===== config.mk =====
export PLATFORM = sky130hd
export DESIGN_NAME = nano_motion_sequencer
export DESIGN_NICKNAME = d
export VERILOG_FILES = /design/src/rtl/nano_motion_sequencer.sv
export SDC_FILE = /design/constraint.sdc
export NUM_CORES = 1
export LEC_CHECK = 0
export ABC_AREA = 1
export BUFFER_PORTS_ARGS = -buffer_cell sky130_fd_sc_hd__buf_2
export CORE_UTILIZATION = 55
export CTS_BUF_LIST = sky130_fd_sc_hd__clkbuf_16
export DETAILED_ROUTE_END_ITERATION = 7
export MAX_ROUTING_LAYER = met4
export PLACE_DENSITY = 0.73
export SYNTH_ARGS = -nofsm -noshare
export SYNTH_HDL_FRONTEND = slang
export SYNTH_SLANG_ARGS = --single-unit

===== constraint.sdc =====
create_clock -name clock -period 5.7 [get_ports clock]
set_input_delay 0 -clock clock [delete_from_list [all_inputs] [get_ports clock]]
set_output_delay 0 -clock clock [all_outputs]
set_load 0.05 [all_outputs]

===== src/rtl/nano_motion_sequencer.sv =====
// Drive-train command sequencer: ramps PWM duty toward each target, going through zero duty and a bridge-off dead time before any direction change.
// Outputs are registered and a command takes effect on its acceptance edge; cmd_ready is low except in IDLE or RUN, so commands are held off while ramping, in dead time or under estop.
module nano_motion_sequencer #(
   parameter int RAMP_DIV    = 1000,
   parameter int RAMP_STEP   = 4,
   parameter int DEAD_CYCLES = 5000
) (
   input  logic       clock,
   input  logic       reset,
   input  logic       cmd_valid,
   output logic       cmd_ready,
   input  logic [1:0] cmd_dir,
   input  logic [2:0] cmd_speed,
   input  logic       estop,
   output logic [7:0] duty,
   output logic [3:0] drive,
   output logic [2:0] state,
   output logic       busy
);

   typedef enum logic [2:0] {
      ST_IDLE      = 3'd0,
      ST_RAMP_UP   = 3'd1,
      ST_RUN       = 3'd2,
      ST_RAMP_DOWN = 3'd3,
      ST_DEAD      = 3'd4
   } state_t;

   localparam int PW = $clog2(RAMP_DIV > 1 ? RAMP_DIV : 2);
   localparam int DW = $clog2(DEAD_CYCLES > 1 ? DEAD_CYCLES : 2);
   localparam logic [PW-1:0] PRESC_LAST = PW'(RAMP_DIV - 1);
   localparam logic [DW-1:0] DEAD_LAST  = DW'(DEAD_CYCLES - 1);
   localparam logic [8:0]    STEP9      = 9'(RAMP_STEP);

   state_t          st_q, st_d;
   logic [7:0]      duty_q, duty_d;
   logic [3:0]      drive_q, drive_d;
   logic [1:0]      cur_dir_q, cur_dir_d;
   logic [7:0]      target_q, target_d;
   logic [1:0]      pend_dir_q, pend_dir_d;
   logic [7:0]      pend_target_q, pend_target_d;
   logic [PW-1:0]   presc_q, presc_d;
   logic [DW-1:0]   dead_q, dead_d;
   logic            busy_q, busy_d;

   logic            accept;
   logic            ramp_tick;
   logic [7:0]      cmd_target;
   logic [8:0]      up_sum;
   logic [7:0]      up_duty;
   logic [7:0]      dn_duty;

   function automatic logic [3:0] dir_pattern(input logic [1:0] d);
      case (d)
         2'b00:   dir_pattern = 4'b1010;
         2'b01:   dir_pattern = 4'b0101;
         2'b10:   dir_pattern = 4'b0110;
         default: dir_pattern = 4'b1001;
      endcase
   endfunction

   assign cmd_ready  = ((st_q == ST_IDLE) || (st_q == ST_RUN)) & ~estop & ~reset;
   assign accept     = cmd_valid & cmd_ready;
   assign cmd_target = (cmd_speed == 3'd0) ? 8'd0 : {cmd_speed, 5'b11111};
   assign ramp_tick  = (presc_q == PRESC_LAST);

   // Ramp arithmetic is done at 9 bits so the step saturates at the target instead of wrapping.
   assign up_sum  = {1'b0, duty_q} + STEP9;
   assign up_duty = (up_sum >= {1'b0, target_q}) ? target_q : up_sum[7:0];
   assign dn_duty = ({1'b0, duty_q} >= ({1'b0, target_q} + STEP9)) ? (duty_q - STEP9[7:0]) : target_q;

   always_comb begin
      st_d          = st_q;
      duty_d        = duty_q;
      drive_d       = drive_q;
      cur_dir_d     = cur_dir_q;
      target_d      = target_q;
      pend_dir_d    = pend_dir_q;
      pend_target_d = pend_target_q;
      presc_d       = '0;
      dead_d        = '0;

      case (st_q)
         ST_IDLE: begin
            duty_d  = 8'd0;
            drive_d = 4'b0000;
            if (accept && (cmd_target != 8'd0)) begin
               cur_dir_d = cmd_dir;
               target_d  = cmd_target;
               drive_d   = dir_pattern(cmd_dir);
               st_d      = ST_RAMP_UP;
            end
         end
         ST_RUN: begin
            if (accept) begin
               if (cmd_target == 8'd0) begin
                  target_d = 8'd0;
                  st_d     = ST_RAMP_DOWN;
               end else if (cmd_dir != cur_dir_q) begin
                  pend_dir_d    = cmd_dir;
                  pend_target_d = cmd_target;
                  target_d      = 8'd0;
                  st_d          = ST_RAMP_DOWN;
               end else if (cmd_target > duty_q) begin
                  target_d = cmd_target;
                  st_d     = ST_RAMP_UP;
               end else if (cmd_target < duty_q) begin
                  target_d = cmd_target;
                  st_d     = ST_RAMP_DOWN;
               end
            end
         end
         ST_RAMP_UP: begin
            if (ramp_tick) begin
               duty_d = up_duty;
               if (up_duty == target_q) st_d = ST_RUN;
            end else begin
               presc_d = presc_q + PW'(1);
            end
         end
         ST_RAMP_DOWN: begin
            if (ramp_tick) begin
               duty_d = dn_duty;
               if (dn_duty == target_q) begin
                  if (target_q == 8'd0) begin
                     st_d    = ST_DEAD;
                     drive_d = 4'b0000;
                  end else begin
                     st_d = ST_RUN;
                  end
               end
            end else begin
               presc_d = presc_q + PW'(1);
            end
         end
         ST_DEAD: begin
            duty_d  = 8'd0;
            drive_d = 4'b0000;
            if (dead_q == DEAD_LAST) begin
               if (pend_target_q != 8'd0) begin
                  drive_d       = dir_pattern(pend_dir_q);
                  cur_dir_d     = pend_dir_q;
                  target_d      = pend_target_q;
                  pend_dir_d    = 2'b00;
                  pend_target_d = 8'd0;
                  st_d          = ST_RAMP_UP;
               end else begin
                  st_d = ST_IDLE;
               end
            end else begin
               dead_d = dead_q + DW'(1);
            end
         end
         default: st_d = ST_IDLE;
      endcase

      // Emergency stop wins over everything, including a command accepted this edge.
      if (estop) begin
         st_d          = ST_DEAD;
         duty_d        = 8'd0;
         drive_d       = 4'b0000;
         target_d      = 8'd0;
         pend_dir_d    = 2'b00;
         pend_target_d = 8'd0;
         presc_d       = '0;
         dead_d        = '0;
      end

      busy_d = (st_d != ST_IDLE) && (st_d != ST_RUN);
   end

   always_ff @(posedge clock or posedge reset) begin
      if (reset) begin
         st_q          <= ST_IDLE;
         duty_q        <= 8'd0;
         drive_q       <= 4'b0000;
         cur_dir_q     <= 2'b00;
         target_q      <= 8'd0;
         pend_dir_q    <= 2'b00;
         pend_target_q <= 8'd0;
         presc_q       <= '0;
         dead_q        <= '0;
         busy_q        <= 1'b0;
      end else begin
         st_q          <= st_d;
         duty_q        <= duty_d;
         drive_q       <= drive_d;
         cur_dir_q     <= cur_dir_d;
         target_q      <= target_d;
         pend_dir_q    <= pend_dir_d;
         pend_target_q <= pend_target_d;
         presc_q       <= presc_d;
         dead_q        <= dead_d;
         busy_q        <= busy_d;
      end
   end

   assign duty  = duty_q;
   assign drive = drive_q;
   assign state = st_q;
   assign busy  = busy_q;

endmodule


# Word level (Yosys, flattened, before mapping)
# Cells that the tools add are included.
# op_classes
add_sub_neg	5
eq_ne	28
muxes	66
n_lt_le_gt_ge	4
bitwise_logic	5
n_reduce_logical	24
# op_table
cell	count
two-way mux 8 bit	21
case mux 8 bit (3 select lines)	2
two-way mux 13 bit	3
two-way mux 3 bit	13
case mux 4 bit (3 select lines)	3
two-way mux 10 bit	3
two-way mux 4 bit	7
!= test 3 bit (second input constant)	8
adder 8 x 3 -> 9 bit (second input constant)	2
two-way mux 2 bit	9
equality test 8 bit	2
logical NOT 8 bit	2
case mux 8 bit (2 select lines)	1
nonzero test 8 bit	2
case mux 3 bit (5 select lines)	1
adder 13 x 1 -> 13 bit (second input constant)	1
equality test 13 bit (second input constant)	1
AND reduction 6 bit	2
nonzero test 4 bit	3
adder 10 x 1 -> 10 bit (second input constant)	1
equality test 10 bit (second input constant)	1
greater-or-equal comparator 8 x 9 -> 1 bit	1
greater-or-equal comparator 9 x 8 -> 1 bit	1
!= test 3 x 2 -> 1 bit (second input constant)	3
25 further kinds	39
# word_totals
in_bits	9
reg_bits	59
wordCells	142

# Logic depth before layout (Yosys ltp)
# depth
word_depth	12
depth_mapped	19

# Worst setup path before layout
# OpenSTA, ideal clock, no wires.
# synth_path
kind	register -> register
startpoint	reg duty_q[3], in the netlist duty[3]
endpoint	reg duty_q[1], in the netlist duty[1]
setup_time_ps	120
t_required_ps	5580
arrival_ps	2543
stages_incl_launch_ff	19
slack_ps	3036
cell_sequence	dfrtp_1 > ha_1 > nand4_1 > nand2_1 > inv_2 > ha_1 > nand2_1 > nor2_1 > o21ai_1 > nand3b_1 > nand2_1 > nand2_1 > nor2_4 > inv_1 > nand2_1 > nand2_1 > nor2_1 > o21ai_1 > nand2_1
# synth_between
elab_chain_len	6
# synth_lines
element	line	source
start: declaration	36	logic [7:0] duty_q, duty_d;
start signal: assignment	186	duty_q <= duty_d;
adder 8 x 3 -> 9 bit	68	assign up_sum = {1'b0, duty_q} + STEP9;
greater-or-equal comparator 9 x 8 -> 1 bit	69	assign up_duty = (up_sum >= {1'b0, target_q}) ? target_q : up_sum[7:0];
two-way mux 8 bit	69	
two-way mux 8 bit	114	if (ramp_tick) begin
case mux 8 bit (3 select lines) *	83	case (st_q)
two-way mux 8 bit *	158	if (estop) begin
# Mark *: on every way between the ends. The rest lies on a longest branch, timed or not. The select of a mux whose other input is x is not followed.
# A chain may end at the register's enable or synchronous reset.

# Final worst setup path
# layout_path
startpoint	reg target_q[4]
endpoint	reg drive_q[3], in the netlist drive[3]
# layout_between
elab_chain_len	6
# layout_lines
element	line	source
start: declaration	39	logic [7:0] target_q, target_d;
start signal: assignment	189	target_q <= target_d;
adder 8 x 3 -> 9 bit	70	assign dn_duty = ({1'b0, duty_q} >= ({1'b0, target_q} + STEP9)) ? (duty_q - STEP9[7:0]) : target_q;
greater-or-equal comparator 8 x 9 -> 1 bit	70	
two-way mux 8 bit	70	
equality test 8 bit	124	if (dn_duty == target_q) begin
!= test 3 bit (no line)	n/a	
AND reduction 4 bit (no line) *	n/a	
end signal: assignment	187	drive_q <= drive_d;
end: declaration	37	logic [3:0] drive_q, drive_d;
# Mark *: on every way between the ends. The rest lies on a longest branch, timed or not.

==> results.cfg <==
[synthesis]
syn_area_um2 = 4070
yosysTopAreaCellShare_pct = 31.3
synth_area_per_cell_um2 = 6.89
synth-edff-count = 0
syn_nets = 635
syn-instance-count = 591
synthDistinctLibCells = 35
yosys.area.top_type = dfrtp_1
async_flop_share_pct = 100
synth_common_cells = nand2_1, inv_1, nor2_1, dfrtp_1, nand3_1
yosys_warnings = 0
synth.most_common_cell = nand2_1
synth_ff_type = dfrtp_1
synth.area.top_cells = dfrtp_1, nand2_1, ha_1
synth-seq-cells = 51
ys_seq_area_share_pct = 31.3

[critical_path]
r2r_setup_slack_ps = 2690
cp-start-kind = register
crit_type = reg2reg
end_kind = register
crit_chain = inv_1, ha_1, inv_1, ha_1, nand2_1, inv_1, nand3_1, nor2_1, nor2_2, nand3_2, nand3_1, nand4_1, nand2_2, nand2_2, nand3_1, nand2_1
cp_max_fo = 13
worstPathRequired_ps = 5870
setup.worst_path.start = target_q[4]
cpPeakStageDelay_ps = 590
reg2reg_depth = 16
r2r-end = drive[3]
arrival_ps = 3190
r2r_start = target_q[4]
worstPathBufferInverterCount = 3
slowest_stage = dfrtp_1
crit_family = simple AND/OR/NAND/NOR gates

[drt]
via_per_inst = 5.44
drtIter0Drc = 250
num_vias = 3850
postRouteAntennaNets = 0
first_pass_iters = 5
drt-total-wl_um = 9560
drc = 0
post_drt_wl_per_cell_um = 13.5

[sta]
finalSetupTns_ps = 0
slew_headroom_pct = 32.4
period_share_pct = 52.9
finalHoldViolCount = 35
timing.final.max_slew_violations = 0
worst_pin_slew_ps = 1010
setup_violations = 0
holdWs_ps = -17.0
finalCriticalPeriod_ps = 3010
grt_setup_unrepaired = no
fmax_ghz = 0.332
finClkSkew_ps = 3.43

[clock_network]
cts_hold_buf = 0
clock_path_buffers = 2
cts.repair.resized = 0
post_cts_buffers = 0
cts.sinks = 51
cts_root_buffer = clkbuf_16
htreeDepth = 2
cts_buffers = 5
path_clk_slew_ps = 70
tritoncts = done
clock_latency_ps = 290

[pwr]
cellLeakagePower_nw = 2.25
internal_power_mw = 0.581
switching_share_pct = 21.5
power_frac_comb_pct = 5.0
p_per_area_nw_per_um2 = 168
ir_worst_vdd_mv = 0.175
seq_power_share_pct = 49.3
power_mw = 0.740
p_switching_mw = 0.159
pwr-share-clk_pct = 45.7

[global_routing]
grt_max_degree = 52
grt.total_usage_pct = 27.0
antenna_found_initial = 0
grt_first_pass_wirelength_um = 15900
grt_pass1_vias = 3530
overflow = 0

[finish]
n_antenna_cell = 0
layout-drive-gt1-share_pct = 10.7
stdcell_area_um2 = 4400
finish.utilization_pct = 61.0
syn_to_final_growth_pct = 8.11
layout.nets = 652

[run_status]
violations = negative hold slack
run_status = complete, but fails checks

[die]
core_area_um2 = 7210
die_y_um = 88.1
row_count = 31
initial_core_util_pct = 56.5
die_x_um = 88.1
io_pins = 26
die-area_um2 = 7750

[min_path]
hold_path_class = in2async

[placement]
place_hpwl_um = 7340
placed_area_um2 = 4240
port_buffers = 25
gp_congestion = 1.04

[job]
maxCapViolCount = 0
sequential cells by signal, indices dropped and copies added (netlist names):
register and count:
presc_q 10, state 3, duty 8, drive 4, dead_q 13, target_q 4, cur_dir_q 2, busy 1
pend_target_q 4, pend_dir_q 2
cell type report:
type	count	area (um2)
tap	99	124
multi-input combinational	438	2380
sequential	51	1280
clock inverter	3	42.5
fill	713	2810
inverter	87	327
clock buffer	5	125
timing repair buffer	25	125
metrics by stage:
| stage | std cells | setup WS (ps) |
|---|---|---|
| floorplan | 591 | 3040 |
| global placement | 700 | 2760 |
| detailed placement | 700 | 2720 |
| CTS | 708 | 2700 |
| global route | 708 | 2400 |
| finish | 708 | 2690 |
power groups by stage:
stage | clock network (mW) | registers (mW) | logic (mW)
after floorplan | 0 | 0.372 | 0.0267
after global placement | 0 | 0.372 | 0.0368
after detailed placement | 0 | 0.372 | 0.0379
after CTS | 0.342 | 0.365 | 0.0378
after global routing | 0.351 | 0.365 | 0.0437
final | 0.338 | 0.365 | 0.0370
cells in the final DEF, fill, tap and decap left out, types with 2 or more instances in the layout:
master	netlist	routed
inv_1	77	76
o21ai_0	16	16
xor2_1	4	4
buf_2	3	25
nor3_1	12	12
ha_1	35	35
nor2_2	5	5
nor2_1	67	67
nand2_1	153	153
nor3_2	2	2
nor2_4	6	6
a31oi_1	3	3
o211ai_1	4	4
a21oi_1	15	15
xnor2_1	8	8
nor3b_1	3	3
nand3_1	45	45
clkbuf_16	0	5
o22ai_1	4	4
o21bai_1	4	4
o21ai_1	19	19
clkinv_1	1	2
inv_2	9	10
dfrtp_1	51	51
nand2_2	6	6
nand4_1	19	19
nor4_1	2	2
routing by layer:
metal / vias to the layer above / global-route usage, % / part of all wire, %
li1: 1936 / - / -
met1: 1801 / 33.8 / 46
met2: 93 / 45.1 / 47
met3: 20 / 2.92 / 3.6
met4: 0 / 9.82 / 2.7
met5: - / - / 0
logic make-up after synthesis:
| group | after synthesis | synth area share [%] |
|---|---|---|
| XOR/XNOR | 12 | 2.58 |
| flip-flops | 51 | 31.3 |
| buffers and inverters | 102 | 10.1 |
| adder cells (fa/ha/maj) | 35 | 10.8 |
| AND/OR/NAND/NOR | 323 | 35.5 |
| AO/OA/AOI/OAI | 68 | 9.71 |
worst max path at each step:
stage / to / depth (start not counted)
2_1_floorplan: duty[1] / 18
3_3_place_gp: drive[2] / 16
3_5_place_dp: drive[3] / 16
4_1_cts: drive[3] / 16
5_1_grt: drive[0] / 16
6_report: drive[3] / 16
(Power assumes the default switching activity.)
